$ cat config.mk
export PLATFORM = sky130hd
export DESIGN_NAME = cubic_tap_sequencer
export DESIGN_NICKNAME = d
export VERILOG_FILES = /design/src/rtl/bicubic_pkg.sv /design/src/rtl/cubic_power_gen.sv /design/src/rtl/cubic_tap_sequencer.sv
export SDC_FILE = /design/constraint.sdc
export NUM_CORES = 1
export LEC_CHECK = 0
export BUFFER_PORTS_ARGS = -buffer_cell sky130_fd_sc_hd__buf_2
export CORE_MARGIN = 3
export CORE_UTILIZATION = 25
export DETAILED_ROUTE_END_ITERATION = 10
export HOLD_SLACK_MARGIN = 0.02
export PLACE_DENSITY = 0.43
export SYNTH_ARGS = -nofsm -noshare
export SYNTH_HDL_FRONTEND = slang
export SYNTH_HIERARCHICAL = 1
export SYNTH_SLANG_ARGS = --single-unit
export TNS_END_PERCENT = 30
$ cat constraint.sdc
create_clock -name clk -period 20.5 [get_ports clk]
set_input_delay 3.075 -clock clk [delete_from_list [all_inputs] [get_ports clk]]
set_output_delay 3.075 -clock clk [all_outputs]
set_load 0.1 [all_outputs]
$ cat src/rtl/bicubic_pkg.sv
// Shared definitions for the bicubic scaling datapath: Q-format widths,
// engine phase numbering and the tap sequencer state encoding.
package bicubic_pkg;

    localparam int FRAC_BITS = 8;
    localparam int POS_BITS  = 16;
    // Signed column width: holds i + k - 1 for i in 0..255, k in 0..3
    localparam int COL_BITS  = 10;

    localparam logic [2:0] PH_TM1 = 3'd0;
    localparam logic [2:0] PH_T0  = 3'd1;
    localparam logic [2:0] PH_TP1 = 3'd2;
    localparam logic [2:0] PH_TP2 = 3'd3;
    localparam logic [2:0] PH_OUT = 3'd4;

    typedef enum logic [1:0] {
        ST_IDLE = 2'd0,
        ST_RUN  = 2'd1,
        ST_DONE = 2'd2
    } state_t;

endpackage

$ cat src/rtl/cubic_power_gen.sv
// Combinational Q0.8 fraction powers {x, x^2, x^3}, truncating after each
// multiply so x^3 is built from the already-truncated x^2.
module cubic_power_gen
    import bicubic_pkg::*;
(
    input  logic [FRAC_BITS-1:0]   f_in,
    output logic [3*FRAC_BITS-1:0] x_pack
);

    logic [2*FRAC_BITS-1:0] f_ext;
    logic [2*FRAC_BITS-1:0] sq_full;
    logic [2*FRAC_BITS-1:0] cube_full;
    logic [FRAC_BITS-1:0]   sq;
    logic                   unused_low;

    assign f_ext     = {{FRAC_BITS{1'b0}}, f_in};
    assign sq_full   = f_ext * f_ext;
    assign sq        = sq_full[2*FRAC_BITS-1:FRAC_BITS];
    assign cube_full = {{FRAC_BITS{1'b0}}, sq} * f_ext;
    assign x_pack    = {f_in, sq, cube_full[2*FRAC_BITS-1:FRAC_BITS]};

    assign unused_low = ^{sq_full[FRAC_BITS-1:0], cube_full[FRAC_BITS-1:0]};

endmodule

$ cat src/rtl/cubic_tap_sequencer.sv
// Steps a Q8.8 source position across one output row, issuing four clamped
// tap reads and the fraction powers per 5-cycle engine group.
module cubic_tap_sequencer
    import bicubic_pkg::*;
#(
    parameter int SRC_W_BITS = 7,
    parameter int DST_W_BITS = 8,
    parameter int ADDR_BITS  = 14
) (
    input  logic                  clk,
    input  logic                  rst,
    input  logic                  start,
    input  logic [SRC_W_BITS-1:0] src_w,
    input  logic [DST_W_BITS-1:0] dst_w,
    input  logic [15:0]           step,
    input  logic [ADDR_BITS-1:0]  row_base,
    output logic [ADDR_BITS-1:0]  img_addr,
    input  logic [7:0]            img_di,
    output logic [7:0]            P_out,
    output logic [23:0]           X_out,
    output logic [2:0]            cycle_cnt,
    output logic                  busy,
    output logic                  done
);

    state_t                state_q, state_d;
    logic [2:0]            phase_q, phase_d;
    logic [DST_W_BITS-1:0] dst_idx_q, dst_idx_d;
    logic [DST_W_BITS-1:0] dst_w_q, dst_w_d;
    logic [SRC_W_BITS-1:0] src_w_q, src_w_d;
    logic [POS_BITS-1:0]   pos_q, pos_d;
    logic [POS_BITS-1:0]   step_q, step_d;
    logic [ADDR_BITS-1:0]  row_base_q, row_base_d;
    logic [ADDR_BITS-1:0]  img_addr_q, img_addr_d;
    logic [23:0]           x_out_q, x_out_d;

    // Single clamp/adder shared by all address updates; operands are muxed in
    logic [POS_BITS-1:0]        tap_pos;
    logic [1:0]                 tap_k;
    logic [SRC_W_BITS-1:0]      tap_src_w;
    logic [ADDR_BITS-1:0]       tap_base;
    logic [ADDR_BITS-1:0]       tap_addr;
    logic                       addr_load;
    logic                       x_load;
    logic [23:0]                pow_w;
    logic signed [COL_BITS-1:0] col_raw, col_max, col_clamped;

    cubic_power_gen u_power_gen (
        .f_in   (tap_pos[FRAC_BITS-1:0]),
        .x_pack (pow_w)
    );

    always_comb begin
        col_raw = $signed({{(COL_BITS-8){1'b0}}, tap_pos[POS_BITS-1:FRAC_BITS]})
                + $signed({{(COL_BITS-2){1'b0}}, tap_k}) - COL_BITS'(1);
        col_max = {{(COL_BITS-SRC_W_BITS){1'b0}}, tap_src_w} - COL_BITS'(1);
        if (col_raw[COL_BITS-1]) begin
            col_clamped = '0;
        end else if (col_raw > col_max) begin
            col_clamped = col_max;
        end else begin
            col_clamped = col_raw;
        end
        tap_addr = tap_base + {{(ADDR_BITS-COL_BITS){1'b0}}, col_clamped};
    end

    always_comb begin
        state_d    = state_q;
        phase_d    = phase_q;
        dst_idx_d  = dst_idx_q;
        dst_w_d    = dst_w_q;
        src_w_d    = src_w_q;
        pos_d      = pos_q;
        step_d     = step_q;
        row_base_d = row_base_q;
        tap_pos    = pos_q;
        tap_k      = phase_q[1:0] + 2'd1;
        tap_src_w  = src_w_q;
        tap_base   = row_base_q;
        addr_load  = 1'b0;
        x_load     = 1'b0;

        case (state_q)
            ST_IDLE: begin
                if (start) begin
                    state_d    = ST_RUN;
                    phase_d    = PH_TM1;
                    dst_idx_d  = '0;
                    pos_d      = '0;
                    dst_w_d    = dst_w;
                    src_w_d    = src_w;
                    step_d     = step;
                    row_base_d = row_base;
                    // First group is driven straight from the live inputs
                    tap_pos    = '0;
                    tap_k      = 2'd0;
                    tap_src_w  = src_w;
                    tap_base   = row_base;
                    addr_load  = 1'b1;
                    x_load     = 1'b1;
                end
            end
            ST_RUN: begin
                if (phase_q == PH_OUT) begin
                    if (dst_idx_q == dst_w_q - DST_W_BITS'(1)) begin
                        state_d = ST_DONE;
                        phase_d = PH_TM1;
                    end else begin
                        dst_idx_d = dst_idx_q + DST_W_BITS'(1);
                        pos_d     = pos_q + step_q;
                        phase_d   = PH_TM1;
                        tap_pos   = pos_q + step_q;
                        tap_k     = 2'd0;
                        addr_load = 1'b1;
                        x_load    = 1'b1;
                    end
                end else begin
                    phase_d   = phase_q + 3'd1;
                    // Phase 4 keeps the last tap address on the bus
                    addr_load = (phase_q != PH_TP2);
                end
            end
            ST_DONE: begin
                state_d = ST_IDLE;
            end
            default: begin
                state_d = ST_IDLE;
            end
        endcase

        img_addr_d = addr_load ? tap_addr : img_addr_q;
        x_out_d    = x_load ? pow_w : x_out_q;
    end

    always_ff @(posedge clk) begin
        if (!rst) begin
            state_q    <= ST_IDLE;
            phase_q    <= PH_TM1;
            dst_idx_q  <= '0;
            dst_w_q    <= '0;
            src_w_q    <= '0;
            pos_q      <= '0;
            step_q     <= '0;
            row_base_q <= '0;
            img_addr_q <= '0;
            x_out_q    <= '0;
        end else begin
            state_q    <= state_d;
            phase_q    <= phase_d;
            dst_idx_q  <= dst_idx_d;
            dst_w_q    <= dst_w_d;
            src_w_q    <= src_w_d;
            pos_q      <= pos_d;
            step_q     <= step_d;
            row_base_q <= row_base_d;
            img_addr_q <= img_addr_d;
            x_out_q    <= x_out_d;
        end
    end

    assign img_addr  = img_addr_q;
    assign X_out     = x_out_q;
    assign cycle_cnt = phase_q;
    assign busy      = (state_q == ST_RUN);
    assign done      = (state_q == ST_DONE);
    assign P_out     = img_di;

endmodule

==> summary.md <==
| Metric | Value |
|---|---|
| Critical path type | primary input to flop |
| Syn nets | 1486 |
| Worst hold path class | flop to flop |
| Final WL | 28.3 mm |
| Worst path top cell family by delay | adder cells |
| Pwr Total | 604 uW |
| Final Max Slew Viols | 0 |
| DP Worst Slack | 6.97 ns |
| Final antenna-violating net count | 0 |
| Ys flop type | dfxtp_1 |
| Worst slew margin relative to its limit | a little under two fifths |
| Final #Nets | about 1500 |
| Register bit total from synthesis | 112 |
| Worst IR Drop VDD | 0.0000439 V |
| Post-synth cell types | 74 |
| CTS Sinks | about 110 |
| Total iterations of the first detailed-routing run | 4 |
| CTS-repair resized insts | 0 |
| Post-synth ARST share | 0% |
| Area of the mapped netlist | 10100 um^2 |
| CTS tree | done |
| Inserted Diodes | 0 |
| DRT iter0 DRCs | 368 |
| Clk Latency, worst-skew pair | 0.38 ns |
| Clock-pin slew on the worst setup and hold paths | 0.09 ns |
| Via density | 4.59 |
| RD Place Congestion | 0.789 |
| Clock Path Buffers | 2 |
| Syn. warnings | 6 |
| Die H | 207 um |
| Grt ovf | 0 |
| Fillers | roughly 4400 |
| Largest net degree at the start of global routing | 73 |
| Most common cell after layout, fill and taps aside | nand2_1 |
| Vias | 8442 |
| Final hold violations | 0 |
| Commonest non-fill, non-tap cells in the layout | nand2_1 (203), inv_1 (125), a21oi_1 (115), ha_1 (113), dfxtp_1 (112) |
| WL per Instance | ~15 um |
| Arrival time worst endpoint | 13.17 ns |
| Finished Layout Cells | 1840 |
| LEAKAGE | 0.00536 uW |
| Vias in the first global route | ~8400 |
| Synthesized instance count | 1256 |
| Slowest-stage cell, CP | xnor2_1 |
| Hold buffers post-CTS | 0 |
| Initial core utilization | between 20% and 30% |
| Setup WS post-layout | 7.63 ns |
| Post-synthesis average cell area | 8.07 um^2 |
| Row count | 73 |
| HPWL Detailed | 21.4 mm |
| Clk_skew | 0.0187 ns |
| All-Layer GR Usage | 13.3% |
| Core Region | 39900 um^2 |
| Peak Freq | 77.7 MHz |
| Buffers on Ports | 90 |
| RSZ-0062 raised after global routing | false |
| Post-Place Cells | 1824 |
| Setup_tns | 0 ns |
| Die X-Extent | 207 um |
| TritonCTS buffer count | 9 |
| DRC | 0 |
| EDFF count, synth | 0 |
| Kind of end point of the critical path | flop |
| CP peak stage delay | 0.57 ns |
| Tcrit/Tclk final | 62.8% |
| Slew at the pin with the worst max-slew slack | between 0.9 and 1 ns |
| Status | completed |
| Min Hold Slack | 0.455 ns |
| IO Pins | 107 |
| Post-CTS Setup Inserts | 0 |
| Antenna violations before repair | 0 |
| Fin crit period | 12.87 ns |
| Global-route wire length before repair | roughly 47 mm |
| Die footprint | 43000 um^2 |
| Endpoints failing setup | 0 |
| Critical path fanouts, max | 56 |
| Area Overhead vs Synth | 12.3% |
| Max_cap viols | 0 |
| CTS Root Cell | clkbuf_16 |
| Crit path buf inv count | 9 |
| Most frequent CP cell | fa_1 |
| Register area share after synthesis | 22.1% |
| CTS H-tree depth | 3 |
| Pwr/cell area | 53.1 nW/um^2 |
| Critical Path RT | 20.80 ns |
| Share of layout cells above drive strength 1 | 11.8% |
| Startpoint types | primary input |
[cell families (layout without fill, tap and decap cells)]
group	Yosys count	after routing	synth area share, %
buffers and inverters	188	247	7.66
adders and majority gates	174	174	26.0
and+or+nand+nor	455	455	21.5
xor gates and xnor gates	65	65	5.61
DFF	112	112	22.1
muxes	23	23	2.34
AOI/OAI and AO/OA	239	239	14.8
[per-stage QoR]
stage          area, um^2  util [%]
5_1_grt             11400      28.5
2_1_floorplan       10100         -
4_1_cts             11400      28.5
3_3_place_gp        11100      27.7
3_5_place_dp        11100      27.7
6_report            11400      28.5
[cell usage after synthesis, drive strengths merged, types with 2 or more instances]
| cell type | n | area share [%] |
|---|---|---|
| mux2 | 3 | 0.37 |
| buf | 26 | 1.7 |
| dfxtp | 112 | 22 |
| nor2b | 7 | 0.43 |
| and3b | 2 | 0.17 |
| xnor2 | 40 | 3.5 |
| nand2 | 204 | 7.6 |
| xor2 | 25 | 2.2 |
| a211o | 2 | 0.17 |
| nand2b | 5 | 0.31 |
| a31o | 4 | 0.35 |
| ha | 113 | 14 |
| a21o | 14 | 1.0 |
| o211ai | 6 | 0.44 |
| a221o | 2 | 0.20 |
| o2111ai | 5 | 0.43 |
| fa | 61 | 12 |
| nor2 | 76 | 2.8 |
| nand4 | 8 | 0.49 |
| o211a | 3 | 0.30 |
| inv | 126 | 4.7 |
| or3 | 7 | 0.43 |
| and3 | 13 | 0.80 |
| o21a | 7 | 0.52 |
| and4 | 2 | 0.17 |
| a31oi | 12 | 0.89 |
| nor4 | 10 | 0.77 |
| o21bai | 6 | 0.44 |
| a21oi | 116 | 5.8 |
| o31a | 2 | 0.17 |
| or4b | 4 | 0.43 |
| a311oi | 2 | 0.17 |
| nand3 | 16 | 0.79 |
| mux2i | 20 | 2.0 |
| or2 | 3 | 0.19 |
| o21ai | 35 | 1.8 |
| a211oi | 5 | 0.49 |
| clkbuf | 36 | 1.3 |
| o221ai | 2 | 0.17 |
| a2111o | 2 | 0.22 |
| nor3b | 2 | 0.15 |
| and2 | 69 | 4.3 |
| nor3 | 25 | 1.3 |
[worst paths after layout]
| kind | from | end | slack (ns) | cells after the start |
|---|---|---|---|---|
| hold / removal | X_out[18]$_SDFFE_PN0P_ | X_out[18]$_SDFFE_PN0P_ | 0.45 | 2 |
| setup reg to reg | dst_w_q[0]$_SDFFE_PN0P_ | X_out[7]$_SDFFE_PN0P_ | 8.59 | 43 |
| setup / recovery | start | X_out[7]$_SDFFE_PN0P_ | 7.63 | 39 |
| hold reg to reg | X_out[18]$_SDFFE_PN0P_ | X_out[18]$_SDFFE_PN0P_ | 0.45 | 2 |
[registers in the layout (all words and copies together), names as in the netlist]
signal,cells
pos_q,16
X_out,24
img_addr,14
dst_w_q,8
row_base_q,14
state_q,2
src_w_q,7
step_q,16
dst_idx_q,8
cycle_cnt,3
[report_power, final]
| group | internal (uW) | total [uW] | switching [uW] |
|---|---|---|---|
| sequential | 228 | 235 | 7.23 |
| combinational | 55.7 | 176 | 120 |
| clock | 102 | 193 | 91.2 |
[final cells by class]
class                      count  area, um^2  area share [%]
clock buffer                  11         253            2.22
clock inverter                 5        53.8           0.473
inverter                     126         474            4.17
multi-input combinational    956        7140            62.7
sequential                   112        2240            19.7
tap                          525         657            5.77
timing repair buffer         105         563            4.95
[layer usage]
layer,part of all wire [%],GRT usage [%],vias to the layer above,routed length (um)
li1,-,-,4301,-
met5,0,0,-,0
met1,52,19.8,4011,14800
met3,3.4,2.48,10,950
met2,44,20.4,120,12400
met4,0.62,1.90,0,175
[worst register-to-register path: cells and delay by family (launching register included)]
kind | cells | cell delay (ns)
fa+ha+maj | 11 | 5.21
compound gates | 13 | 3.06
xor+xnor | 2 | 0.69
buf+inv | 8 | 0.71
flops | 1 | 0.44
simple gates | 9 | 1.71
No activity file was read; power rests on OpenSTA's default activity.
